## src/rtl/avg_pool2d.sv

```systemverilog
// 2x2 stride-2 average pooling over a square unsigned feature map.
// The whole map arrives on one flat bus (row-major, element 0 in the MSBs).
// Every pooled value is computed in parallel and registered once, so latency is one clock.
module avg_pool2d #(
    parameter int IN_SIZE   = 4,
    parameter int BIT_WIDTH = 8
) (
    input  logic                                          clk,
    input  logic                                          rst,
    input  logic [IN_SIZE*IN_SIZE*BIT_WIDTH-1:0]          data_in_flat,
    output logic [(IN_SIZE/2)*(IN_SIZE/2)*BIT_WIDTH-1:0]  data_out_flat
);

    localparam int OUT   = IN_SIZE / 2;
    localparam int N_IN  = IN_SIZE * IN_SIZE;
    localparam int N_OUT = OUT * OUT;
    localparam int SUM_W = BIT_WIDTH + 2;

    logic [N_OUT*BIT_WIDTH-1:0] pool_p0;
    logic [N_OUT*BIT_WIDTH-1:0] pool_p1;

    // Fetch pixel (r,c) from the MSB-first row-major input bus.
    function automatic logic [BIT_WIDTH-1:0] pix(
        input logic [N_IN*BIT_WIDTH-1:0] flat,
        input int                        r,
        input int                        c
    );
        return flat[(N_IN - (r*IN_SIZE + c))*BIT_WIDTH - 1 -: BIT_WIDTH];
    endfunction

    // Average of four pixels: a two-bit-wider sum cannot overflow, and dropping the
    // two LSBs is floor division by four (truncation, no rounding). The quotient
    // is at most the largest pixel, so it always fits back into BIT_WIDTH.
    function automatic logic [BIT_WIDTH-1:0] avg4(
        input logic [BIT_WIDTH-1:0] a,
        input logic [BIT_WIDTH-1:0] b,
        input logic [BIT_WIDTH-1:0] c,
        input logic [BIT_WIDTH-1:0] d
    );
        logic [SUM_W-1:0] sum;
        sum = SUM_W'(a) + SUM_W'(b) + SUM_W'(c) + SUM_W'(d);
        return sum[SUM_W-1:2];
    endfunction

    // Stage p0: all windows pooled combinationally and packed MSB-first.
    always_comb begin
        pool_p0 = '0;
        for (int i = 0; i < OUT; i++) begin
            for (int j = 0; j < OUT; j++) begin
                pool_p0[(N_OUT - (i*OUT + j))*BIT_WIDTH - 1 -: BIT_WIDTH] =
                    avg4(pix(data_in_flat, 2*i,     2*j),
                         pix(data_in_flat, 2*i,     2*j + 1),
                         pix(data_in_flat, 2*i + 1, 2*j),
                         pix(data_in_flat, 2*i + 1, 2*j + 1));
            end
        end
    end

    // Stage p1: output register; an asserted reset wipes the pending result immediately.
    always_ff @(posedge clk or negedge rst) begin
        if (!rst) begin
            pool_p1 <= '0;
        end else begin
            pool_p1 <= pool_p0;
        end
    end

    assign data_out_flat = pool_p1;

endmodule

```

## config.mk

```make
export PLATFORM = sky130hd
export DESIGN_NAME = avg_pool2d
export DESIGN_NICKNAME = d
export VERILOG_FILES = /design/src/rtl/avg_pool2d.sv
export SDC_FILE = /design/constraint.sdc
export NUM_CORES = 1
export LEC_CHECK = 0
export ABC_AREA = 1
export CAP_MARGIN = 30
export CELL_PAD_IN_SITES_DETAIL_PLACEMENT = 1
export CELL_PAD_IN_SITES_GLOBAL_PLACEMENT = 2
export CORE_AREA = 2 2 133 135
export DETAILED_ROUTE_END_ITERATION = 6
export DIE_AREA = 0 0 135 137
export GPL_ROUTABILITY_DRIVEN = 0
export PLACE_DENSITY_LB_ADDON = 0.1
export SYNTH_ARGS = -nofsm -noshare
export SYNTH_HDL_FRONTEND = slang
export SYNTH_SLANG_ARGS = --single-unit
export TNS_END_PERCENT = 10
```

## constraint.sdc

```tcl
create_clock -name clk -period 0.8 [get_ports clk]
set_clock_uncertainty 0.2 [all_clocks]
set_input_delay 0.12 -clock clk [delete_from_list [all_inputs] [get_ports clk]]
set_output_delay 0.12 -clock clk [all_outputs]
set_load 0.05 [all_outputs]
```

==> Word-level counts from Yosys, hierarchy flattened <==
Index checks and enable logic that the tools add are counted.
{ "op_classes": {"addsub": 12} }
{ "ops": {"columns": ["op", "n"], "rows": [
  ["$add A10 B8 Y10", 4],
  ["$add A9 B8 Y10", 4],
  ["$add A8 B8 Y9", 4]
]} }
{ "totals": {"register_bits": 32, "inputBits": 130, "output_inout_bits": 32, "elab_cells": 13} }

==> Longest topological paths before layout <==
Gate-level depths: netlist of the first run.
{ "logic_depth": {"ltp_word": 3, "ltp_mapped": 13, "mapped_depth_nobuf": 13} }

==> Least setup slack after synthesis of the first run <==
OpenSTA, ideal clock, no wires.
{ "synth_timing": {"path_type": "input to register", "from": "input data_in_flat[1]", "to": "register pool_p1[7], in the netlist data_out_flat[7]", "setup_ns": 0.119, "t_arrival_ns": 2.111, "path_slack_ns": -1.630, "cell_stages": 13, "path_buffers": 0, "cell_sequence": "inv_1 -> fa_1 -> inv_1 -> fa_1 -> nand2_1 -> nor2_4 -> fa_1 -> nand3_1 -> nand2_1 -> nand2_2 -> nand2_2 -> nand3_1 -> nand2_1"} }
{ "synth_via": {"elab_chain_cells": 1} }
{ "synth_lines": {"columns": ["item", "line_no", "rtl"], "rows": [
  ["start: declaration", "10", "input logic [IN_SIZE*IN_SIZE*BIT_WIDTH-1:0] data_in_flat,"],
  ["$add A10 B8 Y10", "41", "sum = SUM_W'(a) + SUM_W'(b) + SUM_W'(c) + SUM_W'(d);"],
  ["net pool_p0[7]", "19", "logic [N_OUT*BIT_WIDTH-1:0] pool_p0;"],
  ["end signal: assignment", "64", "pool_p1 <= pool_p0;"],
  ["end: declaration", "20", "logic [N_OUT*BIT_WIDTH-1:0] pool_p1;"]
]} }
The timed path passes the listed nets, and every way through them passes these cells.

==> Worst setup path in the final report of the first run <==
{ "layout_timing": {"from": "input data_in_flat[25]", "to": "register pool_p1[9], in the netlist data_out_flat[9]"} }
{ "layout_via": {"elab_chain_cells": 2} }
{ "layout_lines": {"columns": ["item", "line_no"], "rows": [
  ["$add A9 B8 Y10", "41"],
  ["$add A10 B8 Y10", "41"],
  ["net pool_p0[9]", "19"]
]} }
The timed path passes the listed nets, and every way through them passes these cells.

==> reports/qor.yml, run 1 <==
timing:
  fmax_mhz: 456
  post-route-period-util: 2.74
  rsz0062_at_grt: "yes"
  fin_hold_ws_ns: 0.154
  setup_violations: 64
  relSlewSlack: 0.823
  fin_crit_ns: 2.19
  drv_slew: 0
  tightest_slew_ns: 0.265
  finalWorstSetupSlack_ns: -1.39
  fin_setup_tns_ns: -52.19
  hold_viol: 0
synth:
  syn_inst: 491
  ys_types: 15
  syn_nets: 713
  yosysSeqAreaShare: 0.200
  netlist_area_sq_mm: 0.00401
  yosys_warnings: 0
  synth_area_per_cell_sq_um: 8.17
  yosys_register_bits: 32
hold_path:
  hp-class: "primary input to async pin"
flow_run:
  cap_viol_max_count: 0
detailed_routing:
  drtIter0Drc: 16
  wl_met3_um: 693
  wl_met2_um: 5790
  vias: 3557
  post_drt_wl_per_cell_um: 11.4
  top_layer: "met4"
  dr.pass1.iters: 3
  post-route-drc-count: 0
  wl_met1_um: 3980
  drt-total-wl_um: 10500
  ant_nets: 0
  vias_per_cell: 3.86
final_layout:
  post-route-util: 0.418
  largest_register_ffs: 32
  nNetsFinal: 918
  final_common_cell: "inv_1"
  final_cells: 921
  final_cell_mix: "125 x inv_1, 80 x inv_2, 50 x fa_1, 42 x nand2_1, 40 x nand2_2"
  drive_above_1_share: 0.484
  stdcell_area_sq_mm: 0.00713
  area_growth_pct: 77.7
  diodes: 0
power_and_ir_drop:
  p_leak_nw: 3.81
  pwr-share-clk: 0.098
  total_power_mw: 20.2
  p_int_mw: 11.1
  pwr-share-comb: 0.747
  power_frac_seq: 0.154
  ir_drop_mv: 1.40
  power.share.switching: 0.449
  power.switching_mw: 9.07
  power.density_mw_per_mm2: 2830
outcome:
  status: "finished with violations"
  violations: "setup timing"
critical_path:
  critPathMaxStageDelay_ns: 0.55
  end_kind: "flop"
  startpoint_type: "primary input"
  required_ns: 0.75
  crit_arrival_ns: 2.15
  critPathSlowestCell: "fa_1"
  crit_type: "primary input to flop"
  crit_chain: "buf_6, inv_4, fa_1, inv_2, fa_1, nand2_2, nor2_4, fa_2, buf_4, buf_4, xor2_1"
  worst-path-max-fanout: 2
clocking:
  root_buffer: "clkbuf_16"
  cts.sinks: 32
  clock_path_buffers: 2
  numCtsBuffers: 5
  clkTransAtPathRegs_ns: 0.06
  cts_max_level: 2
  tritoncts: "yes"
global_route:
  grt_pass1_vias: 4045
  overflow: 0
  grt_max_degree: 33
  antenna_found_initial: 0
  grt_pass1_wl_um: 18100
  grt.total_usage: 0.121
placed_design:
  placed_cell_area_sq_mm: 0.00644
  dp.cells: 899
  place_hpwl_um: 9010
  portBuffers: 161
  pre_cts_slack_ns: -2.24
floorplan:
  die_h_um: 137
  rows: 48
  core-area_sq_mm: 0.0171
  dieWidth_um: 135
  start_util: 0.235
  io_pins: 162
  die_area_sq_mm: 0.0185
[Yosys cell counts]
| cell | n | area, sq um |
|---|---|---|
| nand3_2 | 3 | 30.0 |
| dfrtp_1 | 32 | 801 |
| a21o_1 | 4 | 30.0 |
| inv_1 | 209 | 785 |
| nor2_4 | 4 | 45.0 |
| clkinv_1 | 2 | 7.51 |
| fa_1 | 64 | 1280 |
| a21oi_2 | 2 | 17.5 |
| xor2_1 | 12 | 105 |
| ha_1 | 28 | 350 |
| nand2_2 | 9 | 56.3 |
| nand2_1 | 83 | 312 |
| nand3_1 | 17 | 85.1 |
| nor2_1 | 4 | 15.0 |
| a21oi_1 | 18 | 90.1 |
[worst max path at each step]
stage,end,startpoint,slack [ns],cells after the start
floorplan,data_out_flat[31],data_in_flat[81],-1.52,13
global placement,data_out_flat[13],data_in_flat[17],-2.19,14
detailed placement,data_out_flat[13],data_in_flat[17],-2.24,14
CTS,data_out_flat[5],data_in_flat[1],-1.46,14
global route,data_out_flat[15],data_in_flat[25],-1.49,14
finish,data_out_flat[9],data_in_flat[25],-1.39,11
[power groups by stage]
stage | logic [mW] | clock network (mW) | registers [mW]
floorplan | 4.11 | 0 | 5.54
global placement | 12.6 | 0 | 3.14
detailed placement | 12.8 | 0 | 3.17
CTS | 14.7 | 2.07 | 3.14
global route | 16.4 | 2.15 | 3.21
finish | 15.1 | 1.98 | 3.12
[layout make-up]
cell class / instances / area (sq um)
inverters: 211 / 816
fillers: 1965 / 9930
well taps: 225 / 282
flip-flops and latches: 32 / 801
clock buffers: 7 / 153
multi-input cells: 248 / 3050
repair buffers: 198 / 2020
[critical path, delay by kind of cell]
family	cells	cell delay (ns)
xor gates and xnor gates	1	0.13
adders and majority gates	3	1.35
buffers and inverters	5	0.40
and+or+nand+nor	2	0.13
[metal layers]
| metal | GRT usage | vias up |
|---|---|---|
| met4 | 0.0174 | 0 |
| met3 | 0.0319 | 2 |
| li1 | - | 1747 |
| met2 | 0.234 | 83 |
| met1 | 0.135 | 1725 |
| met5 | 0 | - |
[kinds of logic (layout without fill, tap and decap cells)]
logic type | Yosys count | in the layout | synth area share
buffers and inverters | 211 | 416 | 0.198
AND/OR/NAND/NOR | 120 | 120 | 0.135
adder cells (fa/ha/maj) | 92 | 92 | 0.407
flip-flops | 32 | 32 | 0.200
AO/OA/AOI/OAI | 24 | 24 | 0.0343
XOR/XNOR | 12 | 12 | 0.0262
[what timing repair did]
| item | 4_1_cts | 5_1_grt |
|---|---|---|
| pin swaps | 157 | 69 |
| gates cloned | 0 | 0 |
| endpoints found under the setup margin | 64 | 64 |
| setup buffers | 8 | 6 |
| resized for setup | 374 | 63 |
| hold buffers | 1 | 0 |
| hold endpoints to repair | 32 | 0 |
No activity file was read; power rests on OpenSTA's default activity.
==> run 2: changes to the inputs <==
--- a/config.mk
+++ b/config.mk
@@ -14,6 +14,7 @@
 export DIE_AREA = 0 0 135 137
 export GPL_ROUTABILITY_DRIVEN = 0
 export PLACE_DENSITY_LB_ADDON = 0.1
+export SETUP_SLACK_MARGIN = 0.15
 export SYNTH_ARGS = -nofsm -noshare
 export SYNTH_HDL_FRONTEND = slang
 export SYNTH_SLANG_ARGS = --single-unit
==> run 2 against run 1 <==
Compared with the run above: the flow finishes with violations (hold timing, setup timing); die area unchanged; clock power barely moved; sequential cell count stayed put; highest routed layer unchanged.
==> reports/qor.yml, run 2 (synthesis gave the netlist of run 1 again) <==
global_route:
  grt_pass1_vias: 4041
  grt_max_degree: 33
  antenna_found_initial: 0
  overflow: 0
  grt.total_usage: 0.121
  grt_pass1_wl_um: 18100
final_layout:
  final_common_cell: "inv_1"
  drive_above_1_share: 0.485
  nNetsFinal: 917
  largest_register_ffs: 32
  diodes: 0
  final_cell_mix: "125 x inv_1, 80 x inv_2, 50 x fa_1, 42 x nand2_1, 40 x nand2_2"
  area_growth_pct: 77.5
timing:
  finalWorstSetupSlack_ns: -1.39
  rsz0062_at_grt: "yes"
  hold_viol: 32
  fin_hold_ws_ns: -0.390
  post-route-period-util: 2.74
  fin_crit_ns: 2.19
  fmax_mhz: 456
  setup_violations: 64
  tightest_slew_ns: 0.265
  drv_slew: 0
  relSlewSlack: 0.823
detailed_routing:
  wl_met3_um: 694
  dr.pass1.iters: 3
  drt-total-wl_um: 10500
  top_layer: "met4"
  wl_met2_um: 5780
  post_drt_wl_per_cell_um: 11.4
  drtIter0Drc: 29
  wl_met1_um: 3980
  ant_nets: 0
  vias_per_cell: 3.86
  post-route-drc-count: 0
  vias: 3552
outcome:
  violations: "hold timing, setup timing"
  status: "finished with violations"
floorplan:
  die_area_sq_mm: 0.0185
  dieWidth_um: 135
  start_util: 0.235
  rows: 48
  io_pins: 162
  die_h_um: 137
  core-area_sq_mm: 0.0171
clocking:
  cts_max_level: 2
  cts.sinks: 32
  numCtsBuffers: 5
  root_buffer: "clkbuf_16"
  tritoncts: "yes"
  clock_path_buffers: 2
  clkTransAtPathRegs_ns: 0.06
critical_path:
  end_kind: "flop"
  crit_arrival_ns: 2.15
  startpoint_type: "primary input"
  required_ns: 0.75
  worst-path-max-fanout: 2
  crit_type: "primary input to flop"
power_and_ir_drop:
  total_power_mw: 20.2
  power.density_mw_per_mm2: 2840
  ir_drop_mv: 1.40
  p_leak_nw: 3.81
flow_run:
  cap_viol_max_count: 0
hold_path:
  hp-class: "primary input to async pin"
placed_design:
  portBuffers: 161
  place_hpwl_um: 9010
run 2: worst paths after layout:
| check | from | to | slack (ns) |
|---|---|---|---|
| min | rst | data_out_flat[0] | -0.39 |
| max in group asynchronous | rst | data_out_flat[9] | 0.61 |
| min in group clk | data_in_flat[95] | data_out_flat[31] | 0.39 |
| max | data_in_flat[25] | data_out_flat[9] | -1.39 |
run 2: repair_timing:
action                                 4_1_cts  5_1_grt
endpoints found under the hold margin       32       32
resized for setup                          374       63
pin swaps                                  157       69
setup endpoints to repair                   64       64
buffers inserted                             8        6
run 2: area by class of cell:
| class | instances | area, sq um |
|---|---|---|
| Sequential cell | 32 | 801 |
| Inverter | 211 | 816 |
| Fill cell | 1966 | 9940 |
| Tap cell | 225 | 282 |
| Multi-Input combinational cell | 248 | 3050 |
| Clock buffer | 7 | 153 |
| Timing Repair Buffer | 197 | 2010 |
run 2: layer usage:
metal,GRT usage,up-vias
li1,-,1744
met1,0.135,1723
met2,0.234,83
met3,0.0319,2
met4,0.0174,0
met5,0,-
run 2: report_power, final:
group	total, mW	internal [mW]	switching, mW	leakage [nW]
clock network	1.98	1.30	0.677	0.0760
logic	15.1	7.36	7.73	3.35
registers	3.12	2.45	0.666	0.378
total	20.2	11.1	9.07	3.81
run 2: worst max-delay path: stages:
cell     delay, ns
buf_6         0.07
inv_4         0.03
fa_1          0.55
inv_2         0.04
fa_1          0.46
nand2_2       0.09
nor2_4        0.04
fa_2          0.34
buf_4         0.14
buf_4         0.12
xor2_1        0.13
run 2: through the flow:
step | setup slack, ns | util | cells | setup TNS (ns) | instance area [sq um]
5_1_grt | -1.49 | 0.417 | 920 | -55.83 | 7120
6_report | -1.39 | 0.417 | 920 | -52.19 | 7120
3_5_place_dp | -2.24 | 0.378 | 899 | -67.50 | 6440
2_1_floorplan | -1.52 | - | 491 | -49.03 | 4060
3_3_place_gp | -2.19 | 0.378 | 899 | -66.32 | 6440
4_1_cts | -1.46 | 0.410 | 914 | -53.71 | 6990
